===== src/rtl/bus_pkg.sv =====
// bus_pkg
//   Shared definitions for the 8080 byte-serial external bus. Both the
//   CPU-side bus interface and the target-side bus_responder import this
//   package so that phase codes and the responder FSM encoding agree.
//
//   Contents:
//     PH_ADDR_LO / PH_ADDR_HI / PH_READ / PH_WRITE  - bus_state phase codes
//     resp_state_e                                  - responder FSM states
//     TMO_CNT_W                                     - data-phase timeout counter width
package bus_pkg;

  localparam logic [1:0] PH_ADDR_LO = 2'd0;
  localparam logic [1:0] PH_ADDR_HI = 2'd1;
  localparam logic [1:0] PH_READ    = 2'd2;
  localparam logic [1:0] PH_WRITE   = 2'd3;

  localparam int TMO_CNT_W = 16;

  typedef enum logic [1:0] {
    IDLE   = 2'd0,
    ACCESS = 2'd1,
    ACK    = 2'd2
  } resp_state_e;

endpackage


===== src/rtl/bus_resp_sync.sv =====
// bus_resp_sync
//   Two-flop synchronizer for the initiator's handshake request when the
//   initiator runs on a different clock than the responder.
//
//   Ports:
//     clk  - responder clock
//     rst  - synchronous active-high reset, clears both flops
//     d_i  - asynchronous input
//     q_o  - synchronized output, two clk cycles behind d_i
module bus_resp_sync (
  input  logic clk,
  input  logic rst,
  input  logic d_i,
  output logic q_o
);

  logic meta_q;
  logic sync_q;

  // First flop may go metastable; the second gives it a full cycle to settle.
  always_ff @(posedge clk) begin
    if (rst) begin
      meta_q <= 1'b0;
      sync_q <= 1'b0;
    end else begin
      meta_q <= d_i;
      sync_q <= meta_q;
    end
  end

  assign q_o = sync_q;

endmodule


===== src/rtl/bus_responder.sv =====
// bus_responder
//   Target end of the 8080 core's byte-serial bus. Decodes the four-phase
//   req/ack handshake, assembles a 16-bit address from two address phases
//   and performs reads/writes on a single-cycle-strobe memory/IO port.
//
//   Build option:
//     BUS_RESPONDER_SYNC_EN - when defined, bus_handshake_req passes through
//                             bus_resp_sync (two cycles extra latency). When
//                             not defined, req is used directly and the
//                             initiator must share clk.
//
//   Ports:
//     clk, rst               - clock, synchronous active-high reset
//     bus_handshake_req      - initiator request, level-held until ack
//     bus_state              - phase: 0 addr lo, 1 addr hi, 2 read, 3 write
//     bus_io                 - 1 = I/O space, 0 = memory space
//     bus_data_in            - address byte or write data
//     bus_data_out           - read data toward initiator
//     bus_output_enable      - drive enable for bus_data_out
//     bus_handshake_ack      - responder acknowledge
//     mem_addr, mem_io       - assembled address, space of the data phase
//     mem_read, mem_write    - one-cycle access strobes
//     mem_wdata              - write data
//     mem_rdata, mem_ready   - read data / completion from the memory port
//     timeout_err            - sticky flag, a data phase ran out of time
module bus_responder
  import bus_pkg::*;
#(
  parameter int TIMEOUT_CYCLES = 255
) (
  input  logic        clk,
  input  logic        rst,
  input  logic        bus_handshake_req,
  input  logic [1:0]  bus_state,
  input  logic        bus_io,
  input  logic [7:0]  bus_data_in,
  output logic [7:0]  bus_data_out,
  output logic        bus_output_enable,
  output logic        bus_handshake_ack,
  output logic [15:0] mem_addr,
  output logic        mem_io,
  output logic        mem_read,
  output logic        mem_write,
  output logic [7:0]  mem_wdata,
  input  logic [7:0]  mem_rdata,
  input  logic        mem_ready,
  output logic        timeout_err
);

  // Timeout fires at the end of the ACCESS cycle whose count equals this,
  // so a data phase spends exactly TIMEOUT_CYCLES cycles in ACCESS.
  localparam logic [TMO_CNT_W-1:0] TMO_LAST = TMO_CNT_W'(TIMEOUT_CYCLES - 1);
  localparam logic [TMO_CNT_W-1:0] CNT_MAX  = {TMO_CNT_W{1'b1}};
  localparam logic [TMO_CNT_W-1:0] CNT_ONE  = {{(TMO_CNT_W-1){1'b0}}, 1'b1};

  logic reqSampled;

`ifdef BUS_RESPONDER_SYNC_EN
  bus_resp_sync u_reqSync (
    .clk (clk),
    .rst (rst),
    .d_i (bus_handshake_req),
    .q_o (reqSampled)
  );
`else
  assign reqSampled = bus_handshake_req;
`endif

  resp_state_e          state_q, state_d;
  logic [15:0]          addr_q, addr_d;
  logic                 io_q, io_d;
  logic [7:0]           wdata_q, wdata_d;
  logic                 rdStrobe_q, rdStrobe_d;
  logic                 wrStrobe_q, wrStrobe_d;
  logic                 isRead_q, isRead_d;
  logic [7:0]           dout_q, dout_d;
  logic                 oe_q, oe_d;
  logic                 err_q, err_d;
  logic [TMO_CNT_W-1:0] cnt_q, cnt_d;
  logic                 strobeActive;

  // Register bank; reset abandons any pending access in the same edge.
  always_ff @(posedge clk) begin
    if (rst) begin
      state_q    <= IDLE;
      addr_q     <= '0;
      io_q       <= 1'b0;
      wdata_q    <= '0;
      rdStrobe_q <= 1'b0;
      wrStrobe_q <= 1'b0;
      isRead_q   <= 1'b0;
      dout_q     <= '0;
      oe_q       <= 1'b0;
      err_q      <= 1'b0;
      cnt_q      <= '0;
    end else begin
      state_q    <= state_d;
      addr_q     <= addr_d;
      io_q       <= io_d;
      wdata_q    <= wdata_d;
      rdStrobe_q <= rdStrobe_d;
      wrStrobe_q <= wrStrobe_d;
      isRead_q   <= isRead_d;
      dout_q     <= dout_d;
      oe_q       <= oe_d;
      err_q      <= err_d;
      cnt_q      <= cnt_d;
    end
  end

  // mem_ready is not accepted while the strobe itself is out: completion
  // is expected at the earliest one cycle after the request.
  assign strobeActive = rdStrobe_q | wrStrobe_q;

  // Next-state logic: phase decode in IDLE, wait/timeout in ACCESS,
  // release in ACK. Strobes default low so they last exactly one cycle.
  always_comb begin
    state_d    = state_q;
    addr_d     = addr_q;
    io_d       = io_q;
    wdata_d    = wdata_q;
    rdStrobe_d = 1'b0;
    wrStrobe_d = 1'b0;
    isRead_d   = isRead_q;
    dout_d     = dout_q;
    oe_d       = oe_q;
    err_d      = err_q;
    cnt_d      = cnt_q;

    case (state_q)
      IDLE: begin
        if (reqSampled) begin
          case (bus_state)
            PH_ADDR_LO: begin
              addr_d[7:0] = bus_data_in;
              state_d     = ACK;
            end
            PH_ADDR_HI: begin
              addr_d[15:8] = bus_data_in;
              state_d      = ACK;
            end
            PH_READ: begin
              io_d       = bus_io;
              isRead_d   = 1'b1;
              rdStrobe_d = 1'b1;
              cnt_d      = '0;
              state_d    = ACCESS;
            end
            default: begin
              io_d       = bus_io;
              isRead_d   = 1'b0;
              wdata_d    = bus_data_in;
              wrStrobe_d = 1'b1;
              cnt_d      = '0;
              state_d    = ACCESS;
            end
          endcase
        end
      end
      ACCESS: begin
        if (!strobeActive && mem_ready) begin
          if (isRead_q) begin
            dout_d = mem_rdata;
            oe_d   = 1'b1;
          end
          state_d = ACK;
        end else if (cnt_q >= TMO_LAST) begin
          if (isRead_q) begin
            dout_d = 8'hFF;
            oe_d   = 1'b1;
          end
          err_d   = 1'b1;
          state_d = ACK;
        end else if (cnt_q != CNT_MAX) begin
          cnt_d = cnt_q + CNT_ONE;
        end
      end
      ACK: begin
        if (!reqSampled) begin
          oe_d    = 1'b0;
          state_d = IDLE;
        end
      end
      default: begin
        state_d = IDLE;
      end
    endcase
  end

  assign bus_handshake_ack = (state_q == ACK);
  assign bus_output_enable = oe_q;
  assign bus_data_out      = dout_q;
  assign mem_addr          = addr_q;
  assign mem_io            = io_q;
  assign mem_read          = rdStrobe_q;
  assign mem_write         = wrStrobe_q;
  assign mem_wdata         = wdata_q;
  assign timeout_err       = err_q;

endmodule

===== config.mk =====
export PLATFORM = sky130hd
export DESIGN_NAME = bus_responder
export DESIGN_NICKNAME = d
export VERILOG_FILES = /design/src/rtl/bus_pkg.sv /design/src/rtl/bus_resp_sync.sv /design/src/rtl/bus_responder.sv
export SDC_FILE = /design/constraint.sdc
export NUM_CORES = 1
export LEC_CHECK = 0
export BUFFER_PORTS_ARGS = -buffer_cell sky130_fd_sc_hd__buf_2
export CORE_UTILIZATION = 46
export CTS_CLUSTER_SIZE = 24
export DETAILED_ROUTE_END_ITERATION = 16
export PLACE_DENSITY_LB_ADDON = 0.3
export SYNTH_ARGS = -nofsm -noshare
export SYNTH_HDL_FRONTEND = slang
export SYNTH_SLANG_ARGS = --single-unit

===== constraint.sdc =====
create_clock -name clk -period 2 [get_ports clk]
set_input_delay 0.3 -clock clk [delete_from_list [all_inputs] [get_ports clk]]
set_output_delay 0.3 -clock clk [all_outputs]
set_load 0.1 [all_outputs]

## Word level (Yosys, flattened, before mapping)

Index checks and enable logic that the tools add are counted.

| word-level totals | value |
|---|---|
| latch bits | 0 |
| logic and storage cells | 77 |
| memory bits (read-only) | 0 |
| output and inout port bits | 38 |
| bits of input ports | 23 |
| RAM bits | 0 |
| memories kept | 0 |
| register bits | 56 |

| cells by class | value |
|---|---|
| equality and inequality tests | 14 |
| order comparisons | 1 |
| $add $sub $neg | 1 |
| muxes and demuxes | 24 |
| bitwise operators | 6 |
| multiply operators | 0 |
| div/mod/pow operators | 0 |
| reduce and logical (&&, ||, !) cells | 19 |
| shift-type cells | 0 |

Operator list:

| kind | number |
|---|---|
| $mux 16 | 5 |
| $mux 8 | 4 |
| $pmux 16 s2 | 1 |
| $reduce_and 3->1 | 7 |
| $add 16x1->16 const B | 1 |
| $ge 16x8->1 const B | 1 |
| $ne 16x16->1 const B | 1 |
| $ne 2x2->1 const B | 8 |
| $mux 2 | 5 |
| $mux 1 | 6 |
| $pmux 2 s3 | 1 |
| $reduce_and 6->1 | 1 |
| $reduce_bool 2->1 | 3 |
| $reduce_or 3->1 | 2 |
| $not 1->1 | 5 |
| $eq 2x1->1 const B | 2 |
| $eq 2x2->1 const B | 2 |
| $logic_not 2->1 | 2 |
| $pmux 1 s2 | 2 |
| $reduce_and 4->1 | 1 |
| $ne 3x3->1 const B | 1 |
| $reduce_or 2->1 | 1 |
| $logic_and 1x1->1 | 1 |
| $logic_not 1->1 | 1 |
| $or 1x1->1 | 1 |

## Logic depth before layout (Yosys ltp)

Gate-level depths: netlist of run 1.

| depth | value |
|---|---|
| depth after elaboration | 5 |
| gate-level depth with buffers | 8 |
| mapped depth without buffers | 7 |

## Least setup slack after synthesis of run 1

No wires, ideal clock.

| timing | value |
|---|---|
| kind | reg-to-output |
| start point | reg state_q[1] |
| end point | out bus_handshake_ack |
| arrival | 1.871 ns |
| path buffers | 1 |
| setup slack | -0.171 ns |
| data required time | 1.700 ns |
| stages on the path, launching flop included | 4 |
| cell sequence | dfxtp_1 -> buf_2 -> inv_1 -> nor2_1 |

| between the ends | value |
|---|---|
| word-level cells in the longest chain between the ends | 1 |

RTL lines:

| item | RTL line | text |
|---|---|---|
| from (decl) | bus_responder.sv:69 | `resp_state_e state_q, state_d;` |
| from (signal assigned) | bus_responder.sv:97 | `state_q <= state_d;` |
| $eq 2x2->1 | bus_responder.sv:190 | `assign bus_handshake_ack = (state_q == ACK);` |
| to (decl) | bus_responder.sv:39 | `output logic bus_handshake_ack,` |

Every way passes these cells.

## Worst setup path after layout of run 1

| timing | value |
|---|---|
| start point | reg cnt_q[0] |
| end point | reg cnt_q[6] |

| between the ends | value |
|---|---|
| word-level cells in the longest chain between the ends | 5 |
| elaborated cells on any way between the ends | 10 |
| those cells by class | add/sub (1); order compare (1); eq/ne (3); mux (4); reduce/logical (1) |

RTL lines:

| item | RTL line | text |
|---|---|---|
| from (decl) | bus_responder.sv:79 | `logic [TMO_CNT_W-1:0] cnt_q, cnt_d;` |
| from (signal assigned) | bus_responder.sv:107 | `cnt_q <= cnt_d;` |
| $add 16x1->16 | bus_responder.sv:175 | `cnt_d = cnt_q + CNT_ONE;` |
| $mux 16 | bus_responder.sv:174 | `end else if (cnt_q != CNT_MAX) begin` |
| $mux 16 | bus_responder.sv:167 | `end else if (cnt_q >= TMO_LAST) begin` |
| $mux 16 | bus_responder.sv:161 | `if (!strobeActive && mem_ready) begin` |
| $pmux 16 s2 | bus_responder.sv:130 | `case (state_q)` |

Several ways; a longest one is shown, not always the timed one. The select of a mux whose other input is x is not followed.
A chain may end at the register's enable or synchronous reset.

==> impl_metrics.yaml, run 1 <==
cts:
  cts_hold_buffers: 0
  cts_setup_buffers: 0
  cts_root_buf: "clkbuf_8"
  clk_path_buf_depth: 2
  clkSinkCount: 56
  cts-htree-levels: 2
  cts_tree: "yes"
  insertion_delay_ns: 0.29
  clk_pin_slew_ns: 0.09
  cts_buffers: 5
yosys:
  synth_top_cell_by_area: "dfxtp_1"
  ys_warn_count: 0
  avgSynthCellArea_um2: 9.86
  yosys.area.top_type_share_pct: 51.5
  synth.distinct_cells: 39
  synth_area_leaders: "dfxtp_1 (51%), mux2i_1 (8.3%), nor2_1 (7.6%)"
  mappedNetlistNets: 246
  yosysSeqAreaShare_pct: 51.5
  synth_cells: 221
  synth_area_mm2: 0.00218
  async_flop_share_pct: 0
  ys.flop_type: "dfxtp_1"
  ys_ff_latch: 56
  synth-edff-count: 0
finish:
  nNetsFinal: 312
  area_delta_synth_final_pct: 21.6
  layout_common_cells: "buf_2 (60), dfxtp_1 (54), nor2_1 (43)"
  mostFrequentLayoutCell: "buf_2"
  fillCellCount: 410
  n_antenna_cell: 0
  drive_above_1_share_pct: 31.0
detailed_routing:
  remaining_drc_errors: 0
  drt_iter0_markers: 62
  viasPerCell: 5.23
  wl_mm: 4.34
  ant_nets: 0
  first_pass_iters: 4
  wire_per_inst_um: 12.8
  vias: 1774
power:
  power.internal_w: 0.00150
  p_sw_w: 0.000600
  pwr-share-clk_pct: 29.1
  leakagePower_nw: 1.17
  ir_worst_vdd_v: 0.000443
  sw_frac_of_total_pct: 28.6
  power.density_mw_per_mm2: 792
  p_seq_share_pct: 55.3
  p_comb_share_pct: 15.6
die:
  initial_core_util_pct: 49.0
  die_w_um: 70.8
  ios: 61
  dieArea_mm2: 0.00501
  rows: 24
  die_y_um: 70.8
  core_area_mm2: 0.00444
sta:
  skew_ns: 0.00472
  rsz0062_at_grt: "false"
  post-route-period-util_pct: 92.0
  relSlewSlack_pct: 67.0
  fin_crit_ns: 1.84
  hold_viol_final: 0
  final.setup.tns_ns: 0
  finalSetupViolCount: 0
  tightest_slew_ns: 0.499
  hold_ws_ns: 0.234
  fmax_ghz: 0.544
  finalMaxSlewViolations: 0
global_route:
  grt_max_degree: 27
  gr-total-overflow: 0
  grt_pass1_wl_mm: 7.41
  grt_pass1_vias: 1658
  grt_usage_pct: 18.4
  antenna_found_initial: 0
placed_design:
  finalWeightedCongestion: 0.808
  dp_hpwl_mm: 3.24
  portBuffers: 60
worst_setup_path:
  critPathLaunchType: "flop"
  worst_ep_arrival_time_ns: 2.07
  cp.required_ns: 2.23
  critical_path_class: "reg -> reg"
  worst_setup_path_end_kind: "flop"
  crit_fanout: 13
run_status:
  status: "complete, no violations"
run:
  max-cap-violations: 0
min_path:
  hp-class: "in -> reg"
repair_timing:
action / 4_1_cts / 5_1_grt
endpoints found under the setup margin: 0 / 2
resized for setup: 0 / 2
endpoints found under the hold margin: 0 / 0
sequential cells by signal, indices dropped and copies added (netlist names):
signal	flops
cnt_q	16
mem_io	1
mem_read	1
bus_output_enable	1
mem_wdata	8
mem_write	1
mem_addr	16
timeout_err	1
state_q	2
bus_data_out	8
isRead_q	1
layout make-up:
class                           count  area (um2)  area share (%)
Clock inverter                      1        8.76           0.331
Tap cell                           52        65.1            2.46
Inverter                            2        7.51           0.283
Sequential cell                    56        1120            42.4
Multi-Input combinational cell    156        1020            38.4
Timing Repair Buffer               66         345            13.0
Clock buffer                        6        82.6            3.12
through the flow:
step	area, um2	cells	worst slack, ns	utilization, %	total power, W
after CTS	2650	339	0.0298	59.5	0.00213
after global routing	2650	339	0.0119	59.6	0.00219
after floorplan	2180	221	0.00453	-	0.00143
final	2650	339	0.160	59.6	0.00210
after detailed placement	2550	332	0.122	57.5	0.00151
after global placement	2550	332	0.161	57.5	0.00151
metal layers:
layer,vias to the layer above,global-route usage (%),routed length (um)
li1,912,-,-
met1,827,24.1,2040
met2,30,29.8,2050
met5,-,0,0
met4,0,6.00,48
met3,5,4.70,194
cells by family (layout without fill, tap and decap cells):
| logic type | Yosys count | in the layout | share of synthesized area [%] |
|---|---|---|---|
| AOI/OAI and AO/OA | 29 | 29 | 10.7 |
| muxes | 18 | 18 | 8.27 |
| adders and majority gates | 2 | 2 | 1.15 |
| buffers and inverters | 9 | 75 | 2.01 |
| DFF | 56 | 56 | 51.5 |
| and+or+nand+nor | 107 | 107 | 26.4 |
critical path: stages (launching register included):
cell	delay, ns
dfxtp_2	0.37
inv_1	0.07
ha_1	0.19
nor2_1	0.12
o311a_2	0.25
a21boi_4	0.13
or4_1	0.48
a21oi_1	0.16
Yosys cell counts, types with 3 or more instances:
cell and n:
nand3_1 6, a22o_1 8, clkbuf_1 4, nor2_1 44, a21oi_1 6, or4_1 3, nand4_1 4, nor3_1 12
a21oi_2 3, dfxtp_1 56, or3_1 5, o21a_1 3, nand2_1 7, mux2i_1 18, and2_1 8
power by group through the flow:
| stage | logic, W | clock network [W] | registers [W] |
|---|---|---|---|
| 2_1_floorplan | 0.000111 | 0 | 0.00132 |
| 3_3_place_gp | 0.000327 | 0 | 0.00119 |
| 3_5_place_dp | 0.000328 | 0 | 0.00119 |
| 4_1_cts | 0.000329 | 0.000638 | 0.00116 |
| 5_1_grt | 0.000346 | 0.000675 | 0.00116 |
| 6_report | 0.000326 | 0.000610 | 0.00116 |
path summary, 6_finish.rpt:
| check | startpoint | end | slack (ns) | cells past startpoint |
|---|---|---|---|---|
| hold / removal | bus_io | mem_io$_SDFFE_PP0P_ | 0.23 | 3 |
| setup / recovery | cnt_q[0]$_SDFFE_PP0P_ | cnt_q[6]$_SDFFE_PP0P_ | 0.16 | 7 |
| setup reg to reg | cnt_q[0]$_SDFFE_PP0P_ | cnt_q[6]$_SDFFE_PP0P_ | 0.16 | 7 |
| hold reg to reg | cnt_q[7]$_SDFFE_PP0P_ | cnt_q[7]$_SDFFE_PP0P_ | 0.48 | 1 |
Power figures use the tool's default switching activity.
==> run 2, diff against run 1 <==
Settings changed: CORE_UTILIZATION 46 to 51, SYNTH_HIERARCHICAL set to 1.
==> run 2 against run 1 <==
Effect of this change:
- core utilization grew 5.3 points
- register-to-register slack about the same
- critical path depth is the same
- die area decreased by 9.5%
- flip-flop and latch count unchanged
- final cell count shrank 1.2%
- global-route usage increased by 3.1 points
- area after synthesis did not move
==> impl_metrics.yaml, run 2 <==
run_status:
  status: "complete, no violations"
sta:
  skew_ns: 0.00369
  hold_viol_final: 0
  post-route-period-util_pct: 92.3
  finalSetupViolCount: 0
  fmax_ghz: 0.542
  rsz0062_at_grt: "false"
  relSlewSlack_pct: 59.2
  tightest_slew_ns: 0.610
  hold_ws_ns: 0.239
  final.setup.tns_ns: 0
  finalMaxSlewViolations: 0
  fin_crit_ns: 1.85
detailed_routing:
  remaining_drc_errors: 0
  first_pass_iters: 4
  wl_mm: 4.64
  vias: 1837
  drt_iter0_markers: 135
  viasPerCell: 5.48
  wire_per_inst_um: 13.9
  ant_nets: 0
global_route:
  grtUsageMet3_pct: 6.42
  antenna_found_initial: 0
  use_met1_pct: 28.7
  grt_pass1_vias: 1664
  met2_usage_pct: 33.4
  gr-total-overflow: 0
  grt_pass1_wl_mm: 7.37
  grt_busiest_layer: "met2"
  grt_max_degree: 27
  grt_usage_pct: 21.5
cts:
  cts-htree-levels: 2
  clkSinkCount: 56
  clk_pin_slew_ns: 0.09
  cts_root_buf: "clkbuf_8"
  cts_buffers: 5
  clk_path_buf_depth: 2
  insertion_delay_ns: 0.30
  cts_tree: "yes"
yosys:
  synth_area_leaders: "dfxtp_1 (51%), mux2i_1 (8.3%), nor2_1 (7.6%)"
  ys_warn_count: 6
  ys_ff_latch: 56
  yosys.area.top_type_share_pct: 51.5
  synthAdderAreaFrac_pct: 1.15
  synth_common_cells: "dfxtp_1 (56), nor2_1 (44), mux2i_1 (18), nor3_1 (12)"
  synth_top_family_by_area: "simple AND/OR/NAND/NOR gates"
  synthSimpleGateAreaFrac_pct: 26.4
  avgSynthCellArea_um2: 9.86
  synth_area_mm2: 0.00218
  synth.area.mux_share_pct: 8.27
  synth_cells: 221
  synth.distinct_cells: 39
  synth_top_cell_by_area: "dfxtp_1"
  yosysSeqAreaShare_pct: 51.5
  async_flop_share_pct: 0
  mappedNetlistNets: 246
  synth_compound_area_share_pct: 10.7
  yosys.area_share.xor_xnor_pct: 0
  synth-edff-count: 0
  yosysMostFrequentCell: "dfxtp_1"
  ys.flop_type: "dfxtp_1"
power:
  leakagePower_nw: 1.16
  ir_worst_vdd_v: 0.000567
  power.density_mw_per_mm2: 806
  pwr-share-clk_pct: 30.1
  sw_frac_of_total_pct: 28.2
  p_comb_share_pct: 15.3
  power.internal_w: 0.00153
  p_seq_share_pct: 54.6
  p_sw_w: 0.000599
run:
  max-cap-violations: 0
die:
  core_area_mm2: 0.00406
  die_y_um: 67.4
  initial_core_util_pct: 53.7
  dieArea_mm2: 0.00454
  die_w_um: 67.4
  ios: 61
  rows: 23
finish:
  layout_common_cells: "buf_2 (60), dfxtp_1 (55), nor2_1 (43)"
  nNetsFinal: 310
  final_util_pct: 64.9
  fillCellCount: 336
  mostFrequentLayoutCell: "buf_2"
  n_antenna_cell: 0
  area_delta_synth_final_pct: 21.0
  drive_above_1_share_pct: 30.2
min_path:
  hp-class: "in -> reg"
placed_design:
  dp_hpwl_mm: 3.35
  finalWeightedCongestion: 0.844
  portBuffers: 60
worst_setup_path:
  cp.required_ns: 2.23
  worst_setup_path_end_kind: "flop"
  crit_fanout: 13
  crit_chain: "inv_1 -> ha_1 -> nor2_1 -> o311a_2 -> a21boi_4 -> or4_1 -> a21oi_1"
  crit_slowest_cell: "or4_1"
  critPathLaunchType: "flop"
  slowest_delay_ns: 0.48
  worst_ep_arrival_time_ns: 2.08
  critical_path_class: "reg -> reg"
run 2: layout make-up:
class                           instances  area [um2]  area share (%)
Clock buffer                            7        96.3            3.66
Inverter                                2        7.51           0.285
Multi-Input combinational cell        156        1020            38.6
Sequential cell                        56        1120            42.6
Tap cell                               50        62.6            2.37
Timing Repair Buffer                   64         330            12.5
run 2: cells by family after synthesis:
family,Yosys count
and+or+nand+nor,107
muxes,18
adders and majority gates,2
AOI/OAI and AO/OA,29
DFF,56
buffers and inverters,9
run 2: critical path, delay by kind of cell (launching register included):
family	cells	cell delay (ns)
DFF	1	0.42
and+or+nand+nor	2	0.57
buffers and inverters	1	0.10
AOI/OAI and AO/OA	3	0.51
adders and majority gates	1	0.20
run 2: path summary, 6_finish.rpt:
path | endpoint | slack, ns | depth (start not counted) | start
min reg2reg | mem_wdata[0]$_SDFFE_PP0P_ | 0.48 | 1 | mem_wdata[0]$_SDFFE_PP0P_
min | mem_wdata[2]$_SDFFE_PP0P_ | 0.24 | 2 | bus_data_in[2]
max reg2reg | cnt_q[2]$_SDFFE_PP0P_ | 0.15 | 7 | cnt_q[0]$_SDFFE_PP0P_
max | cnt_q[2]$_SDFFE_PP0P_ | 0.15 | 7 | cnt_q[0]$_SDFFE_PP0P_
run 2: layer usage:
metal / vias to the layer above / part of all wire (%) / routed length, um
met3: 2 / 5.6 / 262
met2: 49 / 47 / 2180
met1: 882 / 47 / 2170
met4: 0 / 0.56 / 26
met5: - / 0 / 0
li1: 904 / - / -
run 2: timing repair:
| item | CTS | global route |
|---|---|---|
| setup endpoints to repair | 0 | 1 |
| hold endpoints to repair | 0 | 0 |
| buffers inserted | 0 | 0 |
| resized for setup | 0 | 1 |
| hold buffers | 0 | 0 |
run 2: per-stage QoR:
| step | area, um2 | setup slack, ns | std cells | power, W |
|---|---|---|---|---|
| 2_1_floorplan | 2180 | 0.00453 | 221 | 0.00143 |
| 3_3_place_gp | 2540 | 0.203 | 328 | 0.00151 |
| 3_5_place_dp | 2540 | 0.173 | 328 | 0.00151 |
| 4_1_cts | 2630 | 0.0213 | 335 | 0.00215 |
| 5_1_grt | 2640 | 0.0255 | 335 | 0.00221 |
| 6_report | 2640 | 0.155 | 335 | 0.00212 |
run 2: power by group through the flow:
stage          registers (W)  logic [W]  clock network (W)
2_1_floorplan        0.00132   0.000111                  0
3_3_place_gp         0.00119   0.000323                  0
3_5_place_dp         0.00119   0.000325                  0
4_1_cts              0.00116   0.000325           0.000660
5_1_grt              0.00117   0.000342           0.000700
6_report             0.00116   0.000325           0.000639
==> run 3, diff against run 2 <==
Clock period 2 ns to 2.05 ns, I/O delays scaled along.
==> run 3 against run 2 <==
Effect of this change:
- sequential share of layout area grew 0.061 points
- final area shrank 0.14%
- largest power group unchanged
- core utilization shrank 0.092 points
- register-to-register slack is essentially flat
- largest cell class unchanged
==> impl_metrics.yaml, run 3 (synthesis gave the netlist of run 2 again) <==
sta:
  finalMaxSlewViolations: 0
  hold_ws_ns: 0.249
  hold_viol_final: 0
  post-route-period-util_pct: 92.1
  final.setup.tns_ns: 0
  fmax_ghz: 0.530
  relSlewSlack_pct: 64.3
  skew_ns: 0.00371
  tightest_slew_ns: 0.533
  rsz0062_at_grt: "false"
  fin_crit_ns: 1.89
  finalSetupViolCount: 0
  fin_ws_ns: 0.162
detailed_routing:
  vias: 1801
  first_pass_iters: 4
  wl_mm: 4.42
  remaining_drc_errors: 0
  wire_per_inst_um: 13.2
  drt_iter0_markers: 115
  ant_nets: 0
  viasPerCell: 5.39
placed_design:
  dp_slack_ns: 0.178
  portBuffers: 60
  dp_hpwl_mm: 3.23
  finalWeightedCongestion: 0.869
  dpl.cell_count: 326
cts:
  cts_tree: "yes"
  post_cts_resize_count: 0
  clkSinkCount: 56
  insertion_delay_ns: 0.30
  cts_setup_buffers: 0
  clk_path_buf_depth: 2
  cts-htree-levels: 2
  cts_root_buf: "clkbuf_8"
  cts_hold_buffers: 0
  clk_pin_slew_ns: 0.09
  cts_buffers: 5
global_route:
  gr-total-overflow: 0
  antenna_found_initial: 0
  grt_usage_pct: 20.9
  grt_pass1_wl_mm: 7.07
  grt_pass1_vias: 1598
  grt_max_degree: 29
power:
  leakagePower_nw: 1.15
  pwr-share-clk_pct: 32.4
  ir_worst_vdd_v: 0.000454
  p_sw_w: 0.000591
  p_comb_share_pct: 14.7
  power.density_mw_per_mm2: 812
  sw_frac_of_total_pct: 27.6
  power.internal_w: 0.00155
  p_seq_share_pct: 52.9
worst_setup_path:
  worst_setup_path_end_kind: "flop"
  cp.required_ns: 2.29
  critical_path_class: "reg -> reg"
  worst_ep_arrival_time_ns: 2.13
  crit_fanout: 9
  critPathLaunchType: "flop"
min_path:
  hp-class: "in -> reg"
run:
  max-cap-violations: 0
finish:
  regArea_mm2: 0.00112
  area_delta_synth_final_pct: 20.8
  drive_above_1_share_pct: 29.6
  mostFrequentLayoutCell: "buf_2"
  nNetsFinal: 308
  multi_input_area_mm2: 0.00102
  layout_common_cells: "buf_2 (60), dfxtp_1 (55), nor2_1 (43)"
  n_antenna_cell: 0
  final_util_pct: 64.8
  fin_cells: 334
  fillCellCount: 344
die:
  rows: 23
  ios: 61
  core_area_mm2: 0.00406
  die_y_um: 67.4
  initial_core_util_pct: 53.7
  dieArea_mm2: 0.00454
  die_w_um: 67.4
run_status:
  status: "complete, no violations"
run 3: power by group through the flow:
stage	Combinational [W]	Sequential, W	Clock [W]
3_3_place_gp	0.000312	0.00116	0
2_1_floorplan	0.000108	0.00129	0
3_5_place_dp	0.000314	0.00116	0
6_report	0.000313	0.00113	0.000692
5_1_grt	0.000331	0.00114	0.000759
4_1_cts	0.000314	0.00113	0.000712
run 3: layout make-up:
class	instances	share of cell area [%]
clock inverters	2	1.33
inverters	2	0.285
repair buffers	62	12.0
multi-input cells	156	38.6
flip-flops and latches	56	42.7
well taps	50	2.38
clock buffers	6	2.76
run 3: worst paths after layout:
kind | from | endpoint | slack (ns) | cells after the start
worst max-delay path | state_q[0]$_SDFFE_PP0P_ | mem_wdata[7]$_SDFFE_PP0P_ | 0.16 | 4
worst min-delay path | bus_data_in[3] | mem_wdata[3]$_SDFFE_PP0P_ | 0.25 | 2
worst max register to register | state_q[0]$_SDFFE_PP0P_ | mem_wdata[7]$_SDFFE_PP0P_ | 0.16 | 4
worst min register to register | cnt_q[7]$_SDFFE_PP0P_ | cnt_q[7]$_SDFFE_PP0P_ | 0.49 | 1
run 3: worst max-delay path: stages, from the launching register on:
cell and delay, ns:
dfxtp_1 0.38, nand2b_1 0.28, nor3b_2 0.52, and3b_1 0.46, a22o_1 0.19
run 3: per-stage QoR:
stage	area [um2]	total power, W
finish	2630	0.00214
global route	2630	0.00223
CTS	2630	0.00216
detailed placement	2520	0.00147
global placement	2520	0.00147
floorplan	2180	0.00140
run 3: metal layers:
metal	share of wire (%)	track usage (%)	up-vias	wire [um]
li1	-	-	906	-
met1	49	27.1	845	2170
met2	44	31.8	45	1930
met3	6.1	7.77	5	268
met4	0.91	6.91	0	40
met5	0	0	-	0
